<file path="config.mk">
export PLATFORM = sky130hd
export DESIGN_NAME = uart_tx_drain_flat
export DESIGN_NICKNAME = d
export VERILOG_FILES = /design/src/rtl/uart_tx_drain_if.sv /design/src/rtl/uart_tx_drain.sv /design/src/flat_wrapper.sv
export SDC_FILE = /design/constraint.sdc
export NUM_CORES = 1
export LEC_CHECK = 0
export CORE_MARGIN = 4
export CORE_UTILIZATION = 40
export CTS_BUF_LIST = sky130_fd_sc_hd__clkbuf_2 sky130_fd_sc_hd__clkbuf_4 sky130_fd_sc_hd__clkbuf_8
export DETAILED_ROUTE_END_ITERATION = 10
export PLACE_DENSITY = 0.61
export SETUP_SLACK_MARGIN = 0.15
export SLEW_MARGIN = 20
export SYNTH_ARGS = -nofsm -noshare
export SYNTH_HDL_FRONTEND = slang
export SYNTH_SLANG_ARGS = --single-unit
</file>
<file path="constraint.sdc">
create_clock -name clk -period 5.6 [get_ports clk]
set_clock_uncertainty 0.1 [all_clocks]
set_input_delay 0.56 -clock clk [delete_from_list [all_inputs] [get_ports clk]]
set_output_delay 0.56 -clock clk [all_outputs]
set_load 0.01 [all_outputs]
</file>
<file path="src/rtl/uart_tx_drain_if.sv">
// Read-side handshake between the transmit FIFO and the UART drain.
// The drain pulls bytes, so it takes the master role; the FIFO is the slave.
interface uart_tx_drain_if #(
  parameter int DataBitsSize = 8
);
  logic [DataBitsSize-1:0] fifo_q;
  logic                    fifo_empty;
  logic                    fifo_read_ack;

  modport master (
    input  fifo_q,
    input  fifo_empty,
    output fifo_read_ack
  );

  modport slave (
    output fifo_q,
    output fifo_empty,
    input  fifo_read_ack
  );
endinterface

</file>
<file path="src/rtl/uart_tx_drain.sv">
// 8N1 UART transmitter that pops bytes from the TX FIFO and shifts them out LSB first.
// tx/busy are registered from next-state values so they move on the same edge as the FSM.
module uart_tx_drain #(
  parameter int ClksPerBit   = 434,
  parameter int DataBitsSize = 8
) (
  input  logic            clk,
  input  logic            rst_n,
  input  logic            enable,
  uart_tx_drain_if.master fifo,
  output logic            tx,
  output logic            busy
);

  localparam int BW  = $clog2(ClksPerBit);
  localparam int BCW = $clog2(DataBitsSize) + 1;
  localparam logic [BW-1:0]  BAUD_MAX = BW'(ClksPerBit - 1);
  localparam logic [BCW-1:0] BIT_LAST = BCW'(DataBitsSize - 1);

  typedef enum logic [1:0] {
    IDLE  = 2'd0,
    START = 2'd1,
    DATA  = 2'd2,
    STOP  = 2'd3
  } state_t;

  state_t                  state_r, state_nx_s;
  logic [BW-1:0]           baud_r, baud_nx_s;
  logic [BCW-1:0]          bit_r, bit_nx_s;
  logic [DataBitsSize-1:0] shift_r, shift_nx_s;
  logic                    tx_r, tx_nx_s;
  logic                    busy_r, busy_nx_s;
  logic                    baud_done_s;
  logic                    take_s;

  assign baud_done_s = (baud_r == BAUD_MAX);
  // Pop is suppressed while reset is held so the FIFO never loses a byte to a dead DUT.
  assign take_s = rst_n & enable & ~fifo.fifo_empty &
                  ((state_r == IDLE) | ((state_r == STOP) & baud_done_s));

  assign fifo.fifo_read_ack = take_s;
  assign tx                 = tx_r;
  assign busy               = busy_r;

  // Next-state, counter, shifter and output decode.
  always_comb begin
    state_nx_s = state_r;
    baud_nx_s  = baud_r;
    bit_nx_s   = bit_r;
    shift_nx_s = shift_r;
    tx_nx_s    = 1'b1;
    busy_nx_s  = 1'b0;

    case (state_r)
      IDLE: begin
        baud_nx_s = {BW{1'b0}};
        if (take_s) begin
          shift_nx_s = fifo.fifo_q;
          state_nx_s = START;
        end else begin
          state_nx_s = IDLE;
        end
      end
      START: begin
        if (baud_done_s) begin
          baud_nx_s  = {BW{1'b0}};
          bit_nx_s   = {BCW{1'b0}};
          state_nx_s = DATA;
        end else begin
          baud_nx_s = baud_r + BW'(1);
        end
      end
      DATA: begin
        if (baud_done_s) begin
          baud_nx_s  = {BW{1'b0}};
          shift_nx_s = shift_r >> 1;
          bit_nx_s   = bit_r + BCW'(1);
          if (bit_r == BIT_LAST) begin
            state_nx_s = STOP;
          end else begin
            state_nx_s = DATA;
          end
        end else begin
          baud_nx_s = baud_r + BW'(1);
        end
      end
      STOP: begin
        if (baud_done_s) begin
          baud_nx_s = {BW{1'b0}};
          if (take_s) begin
            shift_nx_s = fifo.fifo_q;
            state_nx_s = START;
          end else begin
            state_nx_s = IDLE;
          end
        end else begin
          baud_nx_s = baud_r + BW'(1);
        end
      end
      default: begin
        state_nx_s = IDLE;
        baud_nx_s  = {BW{1'b0}};
      end
    endcase

    case (state_nx_s)
      IDLE:    tx_nx_s = 1'b1;
      START:   tx_nx_s = 1'b0;
      DATA:    tx_nx_s = shift_nx_s[0];
      STOP:    tx_nx_s = 1'b1;
      default: tx_nx_s = 1'b1;
    endcase
    busy_nx_s = (state_nx_s != IDLE);
  end

  // State, datapath and output registers.
  always_ff @(posedge clk or negedge rst_n) begin
    if (!rst_n) begin
      state_r <= IDLE;
      baud_r  <= {BW{1'b0}};
      bit_r   <= {BCW{1'b0}};
      shift_r <= {DataBitsSize{1'b0}};
      tx_r    <= 1'b1;
      busy_r  <= 1'b0;
    end else begin
      state_r <= state_nx_s;
      baud_r  <= baud_nx_s;
      bit_r   <= bit_nx_s;
      shift_r <= shift_nx_s;
      tx_r    <= tx_nx_s;
      busy_r  <= busy_nx_s;
    end
  end

endmodule

</file>
<file path="src/flat_wrapper.sv">
// flat-port wrapper written by rule: the top's interface ports become plain ports
module uart_tx_drain_flat 
#(
  parameter int ClksPerBit   = 434,
  parameter int DataBitsSize = 8
)
  (clk, rst_n, enable, tx, busy, fifo_fifo_q, fifo_fifo_empty, fifo_fifo_read_ack);
  uart_tx_drain_if #(.DataBitsSize(DataBitsSize)) fifo_i ();
  input  logic clk;
  input  logic rst_n;
  input  logic enable;
  output logic tx;
  output logic busy;
  input wire logic [$bits(fifo_i.fifo_q)-1:0] fifo_fifo_q;
  input wire logic [$bits(fifo_i.fifo_empty)-1:0] fifo_fifo_empty;
  output wire logic [$bits(fifo_i.fifo_read_ack)-1:0] fifo_fifo_read_ack;
  assign fifo_i.fifo_q = fifo_fifo_q;
  assign fifo_i.fifo_empty = fifo_fifo_empty;
  assign fifo_fifo_read_ack = fifo_i.fifo_read_ack;
  uart_tx_drain #(.ClksPerBit(ClksPerBit), .DataBitsSize(DataBitsSize)) u_core (.clk(clk), .rst_n(rst_n), .enable(enable), .fifo(fifo_i), .tx(tx), .busy(busy));
endmodule
</file>
==> metrics.csv <==
metric;value;unit
outcome;completed;
setup bufs post-CTS;0;
Die Wd;66.95;um
Die H;66.95;um
post-cts resize count;0;
detailed-route vias per instance;5.495;
Worst setup SP type;flop;
Core Area;3337;um2
worst hold path class;reg -> reg;
final setup TNS;0;ns
WP data required;4.94;ns
root buffer cell;clkbuf_4;
Ant. Diodes;0;
Post-Layout Cell Count;192;
dpl hpwl;1.929;mm
Tot Pwr;413.2;uW
Hold Vio Cnt, Final;0;
GPL Wtd Cong;0.7468;
Buffers on Ports;14;
CTS Hold Buffers Added;0;
clock buffer depth;2;
Relative slew margins;56.08;%
fraction of layout instances using a drive strength above 1;6.849;%
htree depth;1;
Tcrit/Tclk final;60.18;%
Cells after Synth;134;
initial antenna violation count;0;
fmax;0.2967;GHz
pin slew with the least headroom to its limit;0.6587;ns
IO Pins;15;
Syn Area/Cell;10.37;um2
Synth Warn #;0;
total track usage;14.07;%
Die ar.;4482;um2
Max VDD drop;0.1367;mV
dpl cells;188;
Lkg Pwr;0.7239;nW
P per Cell Area;260.4;nW/um2
crit path max fanout;10;
RSZ-0062 raised after global routing;false;
minimum clock period;3.370;ns
WP data arrival;2.71;ns
Unique masters post-synth;40;
maxcap violations;0;
largest net degree at the start of global routing;28;
# clock sinks;25;
DRT Pass-1 Iters;4;
Syn Std Cell Area;1390;um2
initial core utilization;41.66;%
setup violators final;0;
CTS tree;yes;
Clock transition at path regs;0.14;ns
synthesized flop and latch total;25;
sequential fraction of the synthesis area;45.09;%
GRT Residual Overflow;0;
via count;1055;
Routed Antenna Nets;0;
WL per Instance;13.91;um
kind of critical path;reg -> out;
CTS Buf Count;3;
DRT iter0 DRCs;32;
crit end category;primary output;
Synth-to-Final Area Change;14.13;%
Slew Limit Fails;0;
net count after synthesis;152;
post-route DRC violation count;0;
worst hold margin;0.4150;ns
vias in the first global route;1087;
Row Count;21;
routed wire length;2.670;mm
first-pass GRT wire length;4.850;mm
nets;165;
worst skew pair latency;0.32;ns
-- sequential cells by signal, indices dropped and copies added (netlist names) --
| signal | flops |
|---|---|
| u_core.baud_r | 9 |
| u_core.bit_r | 4 |
| u_core.busy | 1 |
| u_core.shift_r | 8 |
| u_core.state_r | 2 |
| u_core.tx | 1 |
-- cell type report --
cell class                      instances  area, um2
Inverter                                5      18.77
Multi-Input combinational cell         97      708.2
Clock inverter                          1      5.005
Tap cell                               46      57.56
Clock buffer                            3      22.52
Fill cell                             336       1750
Timing Repair Buffer                   15      147.6
Sequential cell                        25      626.9
-- worst max-delay path: stages (launching register included) --
cell and delay, ns:
dfrtp_1 0.44, inv_1 0.08, ha_1 0.14, nand4bb_1 0.30, o22ai_2 0.46, o211a_1 0.37
clkdlybuf4s50_1 0.59
-- Yosys cell counts (all sizes together) --
| library cell | count | area [um2] |
|---|---|---|
| nand4b | 1 | 15.01 |
| nor2b | 3 | 18.77 |
| a31oi | 3 | 18.77 |
| nand4bb | 1 | 11.26 |
| dfrtp | 24 | 600.6 |
| o21a | 1 | 7.510 |
| a221oi | 1 | 8.760 |
| nand3b | 1 | 7.510 |
| a221o | 7 | 70.07 |
| buf | 4 | 25.02 |
| o22ai | 1 | 12.51 |
| nor3 | 2 | 10.01 |
| xor2 | 7 | 61.31 |
| nor4 | 2 | 12.51 |
| a41oi | 3 | 26.28 |
| inv | 5 | 18.77 |
| o211a | 1 | 10.01 |
| or2 | 1 | 6.260 |
| nand4 | 2 | 12.51 |
| ha | 6 | 75.07 |
| clkbuf | 3 | 11.26 |
| a21boi | 1 | 7.510 |
| and3b | 1 | 8.760 |
| nand2b | 1 | 6.260 |
| o21ai | 7 | 35.03 |
| dfstp | 1 | 26.28 |
| xnor2 | 2 | 17.52 |
| and2 | 7 | 43.79 |
| and4 | 1 | 8.760 |
| nand2 | 7 | 26.28 |
| nand3 | 6 | 30.03 |
| o41ai | 1 | 27.53 |
| and3 | 1 | 6.260 |
| nor2 | 12 | 47.55 |
| a21o | 3 | 22.52 |
| o311a | 1 | 10.01 |
| a22o | 3 | 26.28 |
-- final timing paths --
| check | start | to | slack (ns) | cells past startpoint |
|---|---|---|---|---|
| max in group asynchronous | rst_n | u_core.tx | 4.61 | 2 |
| max | u_core.baud_r[1] | fifo_fifo_read_ack | 2.23 | 6 |
| min reg2reg | u_core.shift_r[7] | u_core.shift_r[7] | 0.41 | 1 |
| min | u_core.shift_r[7] | u_core.shift_r[7] | 0.41 | 1 |
| min in group asynchronous | rst_n | u_core.baud_r[7] | 0.49 | 2 |
| max reg2reg | u_core.baud_r[1] | u_core.tx | 2.82 | 9 |
-- cell usage in the layout (no fill, tap or decap), types with 2 or more instances in the layout --
master / count
a21o_1: 3
a221o_1: 7
a22o_1: 3
a31oi_1: 3
a41oi_1: 3
and2_1: 7
clkbuf_4: 3
clkdlybuf4s50_1: 14
dfrtp_1: 24
ha_1: 6
inv_1: 5
nand2_1: 7
nand3_1: 6
nand4_1: 2
nor2_1: 11
nor2b_1: 3
nor3_1: 2
nor4_1: 2
o21ai_0: 7
xnor2_1: 2
xor2_1: 7
-- cell families after synthesis --
group,synth area share [%]
simple gates,19.53
compound gates,20.34
flops,45.10
buf+inv,3.960
xor+xnor,5.671
fa+ha+maj,5.400
-- metrics by stage --
| step | instance area (um2) | util (%) | worst slack [ns] |
|---|---|---|---|
| global placement | 1559 | 46.72 | 2.407 |
| floorplan | 1390 | - | 3.176 |
| detailed placement | 1559 | 46.72 | 2.382 |
| global route | 1587 | 47.54 | 2.011 |
| finish | 1587 | 47.54 | 2.230 |
| CTS | 1587 | 47.54 | 2.197 |
-- metal layers --
| layer | GRT usage, % | vias to the layer above | wire, um |
|---|---|---|---|
| met5 | 0 | - | 0 |
| met4 | 5.316 | 0 | 48 |
| met3 | 2.024 | 5 | 61 |
| met2 | 23.89 | 21 | 1298 |
| met1 | 17.94 | 517 | 1261 |
| li1 | - | 512 | - |
-- report_power, final --
group | switching (mW) | leakage [nW] | internal, mW | total (mW)
Sequential | 0.0356 | 0.329 | 0.208 | 0.243
Combinational | 0.0425 | 0.377 | 0.0471 | 0.0896
Clock | 0.0534 | 0.0177 | 0.0268 | 0.0802
No activity file was read; power rests on OpenSTA's default activity.
==> variant: new RTL, config.mk and constraints unchanged <==
`DataBitsSize` is set to 8 in 3 places; all go to 32.
--- a/src/rtl/uart_tx_drain_if.sv
+++ b/src/rtl/uart_tx_drain_if.sv
@@ -3,3 +3,3 @@
 interface uart_tx_drain_if #(
-  parameter int DataBitsSize = 8
+  parameter int DataBitsSize = 32
 );
--- a/src/rtl/uart_tx_drain.sv
+++ b/src/rtl/uart_tx_drain.sv
@@ -4,3 +4,3 @@
   parameter int ClksPerBit   = 434,
-  parameter int DataBitsSize = 8
+  parameter int DataBitsSize = 32
 ) (
--- a/src/flat_wrapper.sv
+++ b/src/flat_wrapper.sv
@@ -4,3 +4,3 @@
   parameter int ClksPerBit   = 434,
-  parameter int DataBitsSize = 8
+  parameter int DataBitsSize = 32
 )
Interface: changed (resized fifo_fifo_q); port bits go from 15 to 39. The function was not compared with the original's and may differ.
==> variant against the original RTL <==
Area after synthesis is 86% higher; sequential cell count is 26 higher; largest power group unchanged; routed wire length is 94% higher; worst hold slack worse by 0.094 ns; setup slack worse by 0.077 ns; combinational power is 76% higher; power is 110% higher; design area is 93% higher.
==> variant: results (changes against the original RTL) <==
| Metric | Value |
|---|---|
| Status | complete, no violations |
| Max IR drop VDD | 0.162 mV (+18%) |
| Cells after Synth | 237 (+77%) |
| CTS root buf | clkbuf_8 |
| Detailed Place HPWL | 3420 um (+77%) |
| DP Worst Slack | 2.30 ns (-0.0813 ns) |
| H-tree levels | 2 (+1) |
| Synth top cells by count | 50 x dfrtp_1, 31 x a221o_1, 30 x and2_1, 17 x nor2_1, 12 x nand2_1 |
| HP Class | in2async |
| Top cells by area, synth | dfrtp_1 48%, a221o_1 12%, and2_1 7.3% |
| P_leak | 1.31 nW (+80%) |
| Net count after synthesis | 279 (+84%) |
| Placed Cells | 338 (+80%) |
| Critical path peak fanout | 32 (+22) |
| Cell Area, Placed | 0.00298 mm2 (+91%) |
| Worst Path Arrival | 2.79 ns (+0.08 ns) |
| Worst-Skew Late Latency | 0.30 ns (-0.02 ns) |
| WL/cell | 15.0 um (+7.6%) |
| Worst-path clk slew | 0.10 ns (-0.04 ns) |
| NumNets Final | 310 (+88%) |
| Layout cell share with drive strength beyond 1 | 7.81% (+0.96 points) |
| Buffers on Ports | 38 (+24) |
| Via density | 5.51 (+0.25%) |
| Tightest Pin Transition | 0.918 ns (+0.259 ns) |
| Starting DRC count in detailed routing | 175 (+450%) |
| Vias in the first global route | 1,820 (+67%) |
| DR vias | 1,906 (+81%) |
| Register area share after synthesis | 49.4% (+4.3 points) |
| Synth cell types | 42 (+5.0%) |
| Final Cell Area | 0.00307 mm2 (+93%) |
| R2R cell count | 6 (-3) |
| Largest net degree at the start of global routing | 52 (+86%) |
| CP top delay family | simple AND/OR/NAND/NOR gates |
[variant: worst paths after layout]
check                              startpoint                  to  slack (ns)
max                          u_core.baud_r[2]  fifo_fifo_read_ack        2.15
min                                     rst_n   u_core.shift_r[3]        0.32
max reg2reg                 u_core.state_r[0]           u_core.tx        2.82
min reg2reg                u_core.shift_r[31]  u_core.shift_r[31]        0.40
max in group asynchronous               rst_n     u_core.bit_r[2]        4.65
min in group clk           u_core.shift_r[31]  u_core.shift_r[31]        0.40
[variant: logic make-up (layout without fill, tap and decap cells)]
kind of cell | count (synthesis) | after routing | synth area share [%]
xor gates and xnor gates | 9 | 9 | 3.05
adders and majority gates | 6 | 6 | 2.90
buffers and inverters | 24 | 56 | 4.84
DFF | 51 | 51 | 49.4
and+or+nand+nor | 87 | 87 | 18.9
muxes | 2 | 2 | 0.871
AOI/OAI and AO/OA | 58 | 58 | 20.0
[variant: routing by layer]
metal	track usage [%]	up-vias	wire (um)
met3	3.07	5	245
met4	3.43	0	29
met2	20.4	39	2300
li1	-	926	-
met5	0	-	0
met1	21.4	936	2600
[variant: worst reg2reg max path: cells and delay by family (launching register included)]
| kind | cells | cell delay (ns) |
|---|---|---|
| AOI/OAI and AO/OA | 4 | 0.71 |
| adders and majority gates | 1 | 0.37 |
| DFF | 1 | 0.69 |
| and+or+nand+nor | 1 | 0.82 |
[variant: where the power goes]
part | switching, mW | internal (mW) | total [mW]
registers | 0.0580 | 0.441 | 0.499
clock network | 0.123 | 0.0872 | 0.210
logic | 0.0618 | 0.0959 | 0.158
[variant: layout make-up]
class	instances	share of cell area (%)
inverter	7	0.856
timing repair buffer	41	13.0
tap	77	3.14
multi-input combinational	162	38.5
clock buffer	5	2.24
clock inverter	3	0.652
sequential	51	41.6
